$ cat src/rtl/usb_rx_pkt_ctrl.sv
// USB RX packet sequencer: drains the RX FIFO, checks PID and length, streams payload.
// Optional CRC16 residue check on data packets: define USB_RX_PKT_CTRL_CRC16_EN.
module usb_rx_pkt_ctrl #(
    parameter int MAX_LEN = 64
) (
    input  logic       clk,
    input  logic       n_rst,
    input  logic [7:0] r_data,
    input  logic       empty,
    input  logic       rcving,
    input  logic       r_error,
    output logic       r_enable,
    output logic [3:0] pid,
    output logic       pid_valid,
    output logic [7:0] data_out,
    output logic       data_valid,
    output logic [6:0] pkt_len,
    output logic       pkt_done,
    output logic       pkt_err,
    output logic       busy
);

    localparam int LIM = MAX_LEN + 2;

    typedef enum logic [2:0] {IDLE, GET_PID, PAYLOAD, FLUSH, DONE} state_t;

    state_t     state_q, state_d;
    logic [6:0] cnt_q, cnt_d;
    logic       err_q, err_d;
    logic [3:0] pid_q, pid_d;
    logic       pid_valid_q, pid_valid_d;
    logic [7:0] data_q, data_d;
    logic       dv_q, dv_d;
    logic [6:0] len_q, len_d;
    logic       done_q, done_d;
    logic       perr_q, perr_d;
    logic       go_done;
    logic       len_bad;
    logic [6:0] len_calc;
    logic       crc_bad;

    // Length rule and reported length depend on the PID class of the current packet.
    always_comb begin
        len_bad  = 1'b0;
        len_calc = cnt_q;
        case (pid_q[1:0])
            2'b01:   len_bad = (cnt_q != 7'd2);
            2'b10:   len_bad = (cnt_q != 7'd0);
            2'b11: begin
                len_bad  = (cnt_q < 7'd2) || (int'(cnt_q) > LIM);
                len_calc = (cnt_q >= 7'd2) ? cnt_q - 7'd2 : 7'd0;
            end
            default: len_bad = (int'(cnt_q) > LIM);
        endcase
    end

    always_comb begin
        state_d     = state_q;
        cnt_d       = cnt_q;
        err_d       = err_q;
        pid_d       = pid_q;
        pid_valid_d = 1'b0;
        data_d      = data_q;
        dv_d        = 1'b0;
        len_d       = len_q;
        done_d      = 1'b0;
        perr_d      = perr_q;
        r_enable    = 1'b0;
        go_done     = 1'b0;

        case (state_q)
            IDLE: begin
                cnt_d = 7'd0;
                err_d = 1'b0;
                if (rcving || !empty) state_d = GET_PID;
            end
            GET_PID: begin
                r_enable = !empty;
                if (r_error) begin
                    err_d   = 1'b1;
                    state_d = FLUSH;
                end else if (!empty) begin
                    if (r_data[7:4] == ~r_data[3:0]) begin
                        pid_d       = r_data[3:0];
                        pid_valid_d = 1'b1;
                        state_d     = PAYLOAD;
                    end else begin
                        err_d   = 1'b1;
                        state_d = FLUSH;
                    end
                end else if (!rcving) begin
                    err_d   = 1'b1;
                    go_done = 1'b1;
                end
            end
            PAYLOAD: begin
                r_enable = !empty;
                if (r_error) begin
                    err_d   = 1'b1;
                    state_d = FLUSH;
                end else if (!empty) begin
                    // A byte beyond the longest legal payload is discarded, not delivered.
                    if (int'(cnt_q) >= LIM) begin
                        err_d   = 1'b1;
                        state_d = FLUSH;
                    end else begin
                        data_d = r_data;
                        dv_d   = 1'b1;
                        cnt_d  = (cnt_q == 7'd127) ? cnt_q : cnt_q + 7'd1;
                    end
                end else if (!rcving) begin
                    go_done = 1'b1;
                end
            end
            FLUSH: begin
                r_enable = !empty;
                if (empty && !rcving) go_done = 1'b1;
            end
            DONE:    state_d = IDLE;
            default: state_d = IDLE;
        endcase

        // Status is latched on entry to DONE so pkt_done is high while the FSM sits in DONE.
        if (go_done) begin
            state_d = DONE;
            done_d  = 1'b1;
            len_d   = len_calc;
            perr_d  = err_d | len_bad | crc_bad;
        end
    end

`ifdef USB_RX_PKT_CTRL_CRC16_EN
    logic [15:0] crc_q, crc_d;

    function automatic logic [15:0] crc_step(input logic [15:0] c, input logic [7:0] b);
        logic [15:0] r;
        r = c;
        for (int i = 0; i < 8; i++) r = (r[0] ^ b[i]) ? ((r >> 1) ^ 16'hA001) : (r >> 1);
        return r;
    endfunction

    always_comb begin
        crc_d = crc_q;
        if (state_q == IDLE) crc_d = 16'hFFFF;
        else if (dv_d && pid_q[1:0] == 2'b11) crc_d = crc_step(crc_q, r_data);
        crc_bad = (pid_q[1:0] == 2'b11) && (crc_q != 16'hB001);
    end

    always_ff @(posedge clk or negedge n_rst) begin
        if (!n_rst) crc_q <= 16'hFFFF;
        else        crc_q <= crc_d;
    end
`else
    assign crc_bad = 1'b0;
`endif

    always_ff @(posedge clk or negedge n_rst) begin
        if (!n_rst) begin
            state_q     <= IDLE;
            cnt_q       <= 7'd0;
            err_q       <= 1'b0;
            pid_q       <= 4'd0;
            pid_valid_q <= 1'b0;
            data_q      <= 8'd0;
            dv_q        <= 1'b0;
            len_q       <= 7'd0;
            done_q      <= 1'b0;
            perr_q      <= 1'b0;
        end else begin
            state_q     <= state_d;
            cnt_q       <= cnt_d;
            err_q       <= err_d;
            pid_q       <= pid_d;
            pid_valid_q <= pid_valid_d;
            data_q      <= data_d;
            dv_q        <= dv_d;
            len_q       <= len_d;
            done_q      <= done_d;
            perr_q      <= perr_d;
        end
    end

    assign pid        = pid_q;
    assign pid_valid  = pid_valid_q;
    assign data_out   = data_q;
    assign data_valid = dv_q;
    assign pkt_len    = len_q;
    assign pkt_done   = done_q;
    assign pkt_err    = perr_q;
    assign busy       = (state_q != IDLE);

endmodule
$ cat config.mk
export PLATFORM = sky130hd
export DESIGN_NAME = usb_rx_pkt_ctrl
export DESIGN_NICKNAME = d
export VERILOG_FILES = /design/src/rtl/usb_rx_pkt_ctrl.sv
export SDC_FILE = /design/constraint.sdc
export NUM_CORES = 1
export LEC_CHECK = 0
export ABC_AREA = 1
export BUFFER_PORTS_ARGS = -buffer_cell sky130_fd_sc_hd__buf_2
export CAP_MARGIN = 20
export CORE_MARGIN = 2
export CORE_UTILIZATION = 55
export CTS_CLUSTER_DIAMETER = 50
export CTS_CLUSTER_SIZE = 28
export DETAILED_ROUTE_END_ITERATION = 6
export PLACE_DENSITY = 0.86
export SYNTH_ARGS = -nofsm -noshare
export SYNTH_HDL_FRONTEND = slang
export SYNTH_SLANG_ARGS = --single-unit
$ cat constraint.sdc
create_clock -name clk -period 4.83 [get_ports clk]
set_clock_uncertainty 0.1 [all_clocks]
set_input_delay 0.966 -clock clk [delete_from_list [all_inputs] [get_ports clk]]
set_output_delay 0.966 -clock clk [all_outputs]
set_load 0.1 [all_outputs]
Yosys cells after proc, flatten, opt, wreduce, memory -nomap -nowiden. Cells that the tools add are included. Widths: inputs -> output; s select.

Multiply operators: 0. $add $sub $neg: 2. Eq/ne operators: 18. Multiplexer cells: 40. Divide/modulo/power cells: 0. Bitwise gates (word level): 5. Reduce and logical (&&, ||, !) cells: 15. Shift-type cells: 0. $lt $le $gt $ge: 4.

Operator list (number): $mux 7 (6); $mux 1 (22); $mux 3 (7); $pmux 7 s2 (1); $ne 4x4->1 const B (3); $pmux 3 s4 (1); $ne 2x2->1 const B (5); $reduce_and 5->1 (2); $reduce_and 4->1 (2); $add 7x1->7 const B (1); $eq 7x7->1 const B (1); $ge 7x2->1 const B (1); $ge 7x7->1 const B (1); $gt 7x7->1 const B (1); $lt 7x2->1 const B (1); $ne 7x2->1 const B (1); $reduce_bool 7->1 (1); $sub 7x2->7 const B (1); $eq 3x2->1 const B (2); $pmux 1 s3 (2); $eq 2x2->1 const B (2); $eq 4x4->1 (1); $not 4->4 (1); $eq 3x1->1 const B (1); other kinds (13) (17).

Input bits: 13. Logic and storage cells: 94. RAM bits: 0. Bits in latches: 0. Memories: 0. Bits in registers: 34. Bits in read-only memories: 0.

Longest topological paths before layout. Gate-level depths: netlist of the first run.

Depth in word-level cells: 7. Mapped depth: 13. Gate-level depth less buffers: 13.

Worst setup path after synthesis of the first run. OpenSTA, ideal clock, no wires.

Kind: input port to output port. Start: in empty. End: out r_enable. Buffers on the path: 1. Path slack: 1.095 ns. Arrival time: 2.669 ns. Stages: 2. Required time: 3.764 ns. Path through: clkbuf_2 > a31oi_1.

Longest elaborated chain between the ends: 2.

RTL lines: from (decl) (line 9) `input logic empty,`; $logic_not 1->1 (line 78, 97, 116); $mux 1; to (decl) (line 12) `output logic r_enable,`.

No other way between the ends.

Final worst setup path of the first run.
Start: reg state_q[2]. End: out r_enable.

Longest elaborated chain between the ends: 3. Elaborated cells on any way between the ends: 5.

RTL lines: from (decl) (line 27) `state_t state_q, state_d;`; from (signal assigned) (line 170) `state_q <= state_d;`; $eq 3x2->1 or $eq 3x1->1 (tied branches) (line 71) `case (state_q)`; $reduce_or 3->1 (no line) *; $mux 1 *.

Every way passes the cells marked *; elsewhere a longest branch is shown, timed or not.

==> results.md, run 1 <==
- Die Y: 62.98 um
- Post-Synthesis Net Count: 263
- Setup TNS: 0 ns
- Post-Route WL: 3.874 mm
- CP arrival: 1.79 ns
- Mapped Cells: 244
- Hold WC Path Type: reg2reg
- Filler cells: 314
- Post-synthesis adder-cell area fraction: 3.924%
- Simple-Gate Fraction of Synth Area: 29.23%
- Commonest non-fill, non-tap cells in the layout: nand2_1, buf_2, dfrtp_1, inv_1, nor2_1
- Hold Path Depth: 1
- Remaining DRCs: 0
- Initial antenna violation count: 0
- Post-Syn Area: 1913 um2
- Worst path buffer plus inverter count: 1
- First-pass GRT wire length: 6.713 mm
- CTS tree: yes
- Reg clk slew, reported paths: 0.11 ns
- Slew @ Worst Pin: 0.7247 ns
- Num CTS Buffers: 5
- CTS HTree Levels: 2
- CTS Sinks: 34
- Post-CTS Setup Repair Bufs: 0
- Top Family by Delay on Critical Path: buffers and inverters
- Crit Path Category: reg2out
- Req. time, crit path: 3.76 ns
- CP Cell Sequence: nor2_1 -> nand2_4 -> a31oi_1 -> buf_2
- Internal reg-to-reg setup slack: 2.82 ns
- Crit path max-delay cell type: buf_2
- FF/Latch Area: 850.8 um2
- DR WL/cell: 11.67 um
- PostCTS Resize Cnt: 0
- Largest family of logic cells by synthesized area: simple AND/OR/NAND/NOR gates
- Worst Setup End Kind: output port
- Root Driver: clkbuf_4
- Status: completed
- Vias in the first global route: 1592
- Most common cell after layout, fill and taps aside: nand2_1
- RSZ-0062 raised after global routing: no
- Max Slew Vio Count: 0
- First-pass iteration count of the detailed router: 4
- Antenna viol nets, final: 0
- Final Cycle Share: 59.16%
- Share of post-route cells with drive strength above 1: 24.48%
- Clk buf depth: 2
- Worst Hold Launch: pkt_len[1]
- # setup viols final: 0
- Gr usage total: 21.51%
- Max_cap viols: 0
- Area grow syn2layout: 14.58%
- Worst R2R Start: cnt_q[1]
- Num ports: 38
- Starting Density: 57.33%
- CORE AREA: 3337 um2
- Register area share after synthesis: 44.47%
- Routed wl met2: 1.765 mm
- Stages on worst setup path: 4
- DPL Wire Length: 2.916 mm
- Final nets: 304
- # rows: 21
- Detailed router's first-iteration violation count: 99
- Port bufs: 37
- Fin crit period: 2.858 ns
- Final Wtd Congestion: 0.8802
- Mapped Avg Cell Area: 7.841 um2
- Routed vias/inst: 5.030
- #FFs+latches synth: 34
- Hold buffers post-CTS: 0
- Multi-input gate area: 914.6 um2
- Slowest stage delay, CP: 0.45 ns
- Final Hold Vio Count: 0
- Global route overflow: 0
- Maximum fanout count along the critical path: 7
- Count of cell types in the netlist: 28
- Rel. slew slack: 51.69%
- Synth Area in Compound Gates: 12.36%
- Synth warn: 0
- Via count: 1670
- CP startpoint kind: flip-flop
- Top Metal Used: met4
- M1 WL: 1.831 mm
- Mux cell area share after synthesis: 0%
- WL met3: 206 um
- Largest net degree at the start of global routing: 35
- Die X: 62.98 um
- Fmax: 0.3500 GHz
- Critical Path Start: state_q[2]
- Later-pin clock latency in the skew report: 0.35 ns
- Synth Area in XOR/XNOR: 2.289%
- N_diodes: 0
- Worst r2r path cells: 9
- Die area: 3966 um2
## path summary, 6_finish.rpt
| check | endpoint |
|---|---|
| min in group asynchronous | pid[2] |
| worst max-delay path | r_enable |
| worst min-delay path | pkt_len[1] |
| worst min register to register | pkt_len[1] |
| max in group asynchronous | pkt_len[2] |
| worst max register to register | data_out[3] |
## sequential cells by signal, indices dropped and copies added (netlist names)
signal	cells
pkt_err	1
pkt_done	1
pkt_len	7
pid_valid	1
cnt_q	7
state_q	3
pid	4
data_out	8
data_valid	1
err_q	1
## layout make-up
type | count | share of cell area (%)
Sequential cell | 34 | 38.81
Clock inverter | 2 | 0.5708
Inverter | 32 | 5.479
Timing Repair Buffer | 37 | 8.448
Tap cell | 46 | 2.626
Multi-Input combinational cell | 175 | 41.72
Clock buffer | 6 | 2.340
## Yosys cell counts
master / count / area (um2)
nand2_1: 69 / 259.0
dfrtp_1: 34 / 850.8
inv_1: 29 / 108.9
nor2_1: 28 / 105.1
nand3_1: 15 / 75.07
o21ai_0: 14 / 70.07
o21ai_2: 8 / 70.07
a21oi_1: 7 / 35.03
ha_1: 6 / 75.07
xor2_1: 5 / 43.79
nand2_2: 4 / 25.02
inv_2: 3 / 11.26
nand4_1: 3 / 18.77
a31oi_1: 2 / 12.51
buf_6: 2 / 22.52
nand3_2: 2 / 20.02
or2_2: 2 / 12.51
a21o_1: 1 / 7.510
a21oi_2: 1 / 8.760
a22o_1: 1 / 8.760
a31o_2: 1 / 8.760
clkbuf_2: 1 / 5.000
nand2_4: 1 / 11.26
nor2_2: 1 / 6.260
nor3_2: 1 / 10.01
nor3_4: 1 / 16.27
o211ai_1: 1 / 7.510
o21a_1: 1 / 7.510
## metal layers
metal  vias up  track usage (%)
li1        859                -
met1       757            27.61
met2        45            33.51
met3         9            6.126
met4         0            10.00
met5         -                0
## cell families after synthesis
family / count (synthesis)
AOI/OAI and AO/OA: 37
xor gates and xnor gates: 5
adders and majority gates: 6
buffers and inverters: 35
DFF: 34
and+or+nand+nor: 127
## per-stage QoR
step	util (%)	instances	hold slack [ns]	instance area (um2)	setup WS (ns)
6_report	65.69	332	0.3837	2192	1.973
3_3_place_gp	63.78	324	0.3565	2128	2.070
3_5_place_dp	63.78	324	0.3647	2128	2.059
5_1_grt	65.69	332	0.4117	2192	1.891
2_1_floorplan	-	244	0.3594	1913	1.095
4_1_cts	65.69	332	0.3869	2192	1.990
Power of run 1 is not shown: default switching activity piles up to over one toggle a cycle in this logic, so the estimate is an artifact.
==> inputs of run 2 (changes only) <==
--- a/config.mk
+++ b/config.mk
@@ -5,15 +5,15 @@
 export SDC_FILE = /design/constraint.sdc
 export NUM_CORES = 1
 export LEC_CHECK = 0
-export ABC_AREA = 1
+export ABC_AREA = 0
 export BUFFER_PORTS_ARGS = -buffer_cell sky130_fd_sc_hd__buf_2
 export CAP_MARGIN = 20
 export CORE_MARGIN = 2
-export CORE_UTILIZATION = 55
+export CORE_UTILIZATION = 48
 export CTS_CLUSTER_DIAMETER = 50
 export CTS_CLUSTER_SIZE = 28
 export DETAILED_ROUTE_END_ITERATION = 6
-export PLACE_DENSITY = 0.86
+export PLACE_DENSITY = 0.81
 export SYNTH_ARGS = -nofsm -noshare
 export SYNTH_HDL_FRONTEND = slang
 export SYNTH_SLANG_ARGS = --single-unit
==> constraint.sdc (replaced) <==
create_clock -name clk -period 2.6 [get_ports clk]
set_clock_uncertainty 0.1 [all_clocks]
set_input_delay 0.52 -clock clk [delete_from_list [all_inputs] [get_ports clk]]
set_output_delay 0.52 -clock clk [all_outputs]
set_load 0.1 [all_outputs]
==> results.md, run 2 <==
- Simple-Gate Fraction of Synth Area: 16.89% (was 29.23%)
- Crit Path Category: reg2reg (was reg2out)
- PwrDens: 1326 nW/um2
- Req. time, crit path: 2.71 ns (was 3.76 ns)
- Max Slew Vio Count: 0 (unchanged)
- Top cell type by total area after synthesis: dfrtp_1 (unchanged)
- Place WS: 0.1164 ns (was 2.059 ns)
- Synth Area in Compound Gates: 12.14% (was 12.36%)
- Count of cell types in the netlist: 41 (was 28)
- First-pass GRT wire length: 5.851 mm (was 6.713 mm)
- Largest family of logic cells by synthesized area: simple AND/OR/NAND/NOR gates (unchanged)
- DPL Wire Length: 2.632 mm (was 2.916 mm)
- Mapped Avg Cell Area: 10.31 um2 (was 7.841 um2)
- Worst Setup End Kind: flip-flop (was output port)
- Area grow syn2layout: 22.50% (was 14.58%)
- CP arrival: 2.60 ns (was 1.79 ns)
- Post-synth EDFFs: 0 (unchanged)
- Max IR drop VDD: 1.038 mV
- Final Hold Vio Count: 0 (unchanged)
- Most common cell after layout, fill and taps aside: buf_2 (was nand2_1)
- Routed vias/inst: 5.309 (was 5.030)
- Post-synth ARST share: 100.0% (unchanged)
- Die area: 4174 um2 (was 3966 um2)
- First-pass iteration count of the detailed router: 4 (unchanged)
- Reg clk slew, reported paths: 0.08 ns (was 0.11 ns)
- Fmax: 0.4022 GHz
- Largest net degree at the start of global routing: 35 (unchanged)
- Synth Area in XOR/XNOR: 5.962% (was 2.289%)
- Most numerous cell in the Yosys netlist: dfrtp_1 (was nand2_1)
- Final nets: 235 (was 304)
- # setup viols final: 0 (unchanged)
- Slew @ Worst Pin: 0.7252 ns (was 0.7247 ns)
- RSZ-0062 raised after global routing: no (unchanged)
- Max reg flops: 8 (unchanged)
- Starting Density: 48.89% (was 57.33%)
- # rows: 22 (was 21)
- CP startpoint kind: flip-flop (unchanged)
- Mux cell area share after synthesis: 7.665% (was 0%)
- Post-Syn Area: 1763 um2 (was 1913 um2)
- Post-Synthesis Net Count: 190 (was 263)
- Top cells by area, synth: dfrtp_1, mux2_2, ha_1 (was dfrtp_1, nand2_1, inv_1)
- Global route overflow: 0 (unchanged)
- Register area share after synthesis: 48.26% (was 44.47%)
- Clk buf depth: 2 (unchanged)
- Num ports: 38 (unchanged)
- Initial antenna violation count: 0 (unchanged)
- Max_cap viols: 0 (unchanged)
- Later-pin clock latency in the skew report: 0.29 ns (was 0.35 ns)
- Via count: 1407 (was 1670)
- N_diodes: 0 (unchanged)
- FF/Latch Area: 850.8 um2 (unchanged)
- Post-synthesis adder-cell area fraction: 4.258% (was 3.924%)
- Worst Slack Setup Final: 0.1140 ns (was 1.973 ns)
- Lkg Pwr: 1.061 nW
- Ys flop type: dfrtp_1 (unchanged)
- Status: completed (unchanged)
- Rel. slew slack: 51.65% (was 51.69%)
- CORE AREA: 3606 um2 (was 3337 um2)
- Antenna viol nets, final: 0 (unchanged)
- CTS HTree Levels: 2 (unchanged)
- Detailed router's first-iteration violation count: 80 (was 99)
- Final Cycle Share: 95.62%
- Gr usage total: 18.36% (was 21.51%)
- Filler cells: 315 (was 314)
- Maximum fanout count along the critical path: 7 (unchanged)
- Die Y: 64.61 um (was 62.98 um)
- Hold WC Path Type: in2async (was reg2reg)
- Final Wtd Congestion: 0.8695 (was 0.8802)
- Mapped Cells: 171 (was 244)
- Root Driver: clkbuf_8 (was clkbuf_4)
- Vias in the first global route: 1276 (was 1592)
- Top cell type's share of synthesized area: 48.26% (was 44.47%)
- Share of post-route cells with drive strength above 1: 32.72% (was 24.48%)
- Fin crit period: 2.486 ns
- Post-Route WL: 3.527 mm (was 3.874 mm)
- CTS Sinks: 34 (unchanged)
- DR WL/cell: 13.31 um (was 11.67 um)
- Port bufs: 37 (unchanged)
- CTS tree: yes (unchanged)
- Top post-synthesis cells by count: dfrtp_1, nand2_1, o21ai_0, mux2_2 (was nand2_1, dfrtp_1, inv_1, nor2_1, nand3_1)
- Final design utilization: 59.89% (was 65.69%)
- Multi-input gate area: 832.0 um2 (was 914.6 um2)
- Remaining DRCs: 0 (unchanged)
- #FFs+latches synth: 34 (unchanged)
- Die X: 64.61 um (was 62.98 um)
- Synth warn: 0 (unchanged)
- Num CTS Buffers: 5 (unchanged)
- Commonest non-fill, non-tap cells in the layout: buf_2, dfrtp_1, nand2_1, o21ai_0, mux2_2 (was nand2_1, buf_2, dfrtp_1, inv_1, nor2_1)
- PostCTS Resize Cnt: 0 (unchanged)
- Setup TNS: 0 ns (unchanged)
-- run 2: cell types whose count changed after synthesis, moves of 4 or more --
| cell | delta |
|---|---|
| o21ai_2 | -8 |
| xnor2_1 | +4 |
| nand3_1 | -7 |
| nor3_1 | +5 |
| mux2_2 | +12 |
| nand2_2 | -4 |
| nor2_1 | -17 |
| inv_1 | -18 |
| nand2_1 | -49 |
| a21oi_1 | -5 |
-- run 2: per-layer routing --
| metal | track usage [%] | routed length, um | part of all wire, % |
|---|---|---|---|
| met1 | 24.35 | 1596 | 45 |
| met2 | 29.69 | 1710 | 48 |
| met3 | 4.167 | 162 | 4.6 |
| met4 | 6.383 | 59 | 1.7 |
| met5 | 0 | 0 | 0 |
-- run 2: report_power, final --
part	switching, mW	internal, mW	leakage (nW)
sequential	0.108	0.674	0.443
clock	0.199	0.384	0.0683
combinational	1.20	0.297	0.549
-- run 2: cells by family after synthesis --
group | after synthesis
AND/OR/NAND/NOR | 58
flip-flops | 34
AO/OA/AOI/OAI | 32
buffers and inverters | 17
XOR/XNOR | 12
multiplexers | 12
adder cells (fa/ha/maj) | 6
-- run 2: metrics by stage --
step                area (um2)  cells  power [mW]  hold WS, ns
CTS                       2145    263       2.875       0.2089
floorplan                 1768    171       2.025       0.1244
global placement          2007    255       2.270       0.3585
detailed placement        2007    255       2.290       0.3695
global route              2160    265       2.996       0.2491
finish                    2160    265       2.864       0.1822
-- run 2: layout make-up --
class | count | area share (%)
Sequential cell | 34 | 39.40
Multi-Input combinational cell | 120 | 38.53
Timing Repair Buffer | 44 | 11.01
Clock buffer | 5 | 3.187
Clock inverter | 3 | 3.187
Tap cell | 48 | 2.781
Inverter | 11 | 1.912
-- run 2: critical path, stage by stage (launching register included) --
cell	delay [ns]
dfrtp_1	0.46
inv_1	0.19
ha_1	0.22
or4b_4	0.49
o21ai_4	0.24
nand4_2	0.15
or4_1	0.49
o21ai_1	0.08
-- run 2: worst paths after layout --
kind / slack, ns / endpoint / cells after the start / start
setup / recovery: 0.11 / cnt_q[5] / 7 / cnt_q[1]
hold / removal: 0.18 / err_q / 1 / n_rst
setup reg to reg: 0.11 / cnt_q[5] / 7 / cnt_q[1]
hold reg to reg: 0.38 / pkt_len[3] / 2 / pkt_len[3]
max in group asynchronous: 1.75 / cnt_q[1] / 1 / n_rst
min in group clk: 0.38 / pkt_len[3] / 2 / pkt_len[3]
-- run 2: timing repair --
item / CTS / global route
setup endpoints to repair: 0 / 1
hold buffers: 0 / 0
endpoints found under the hold margin: 0 / 0
buffers inserted: 0 / 2
Power figures use the tool's default switching activity.
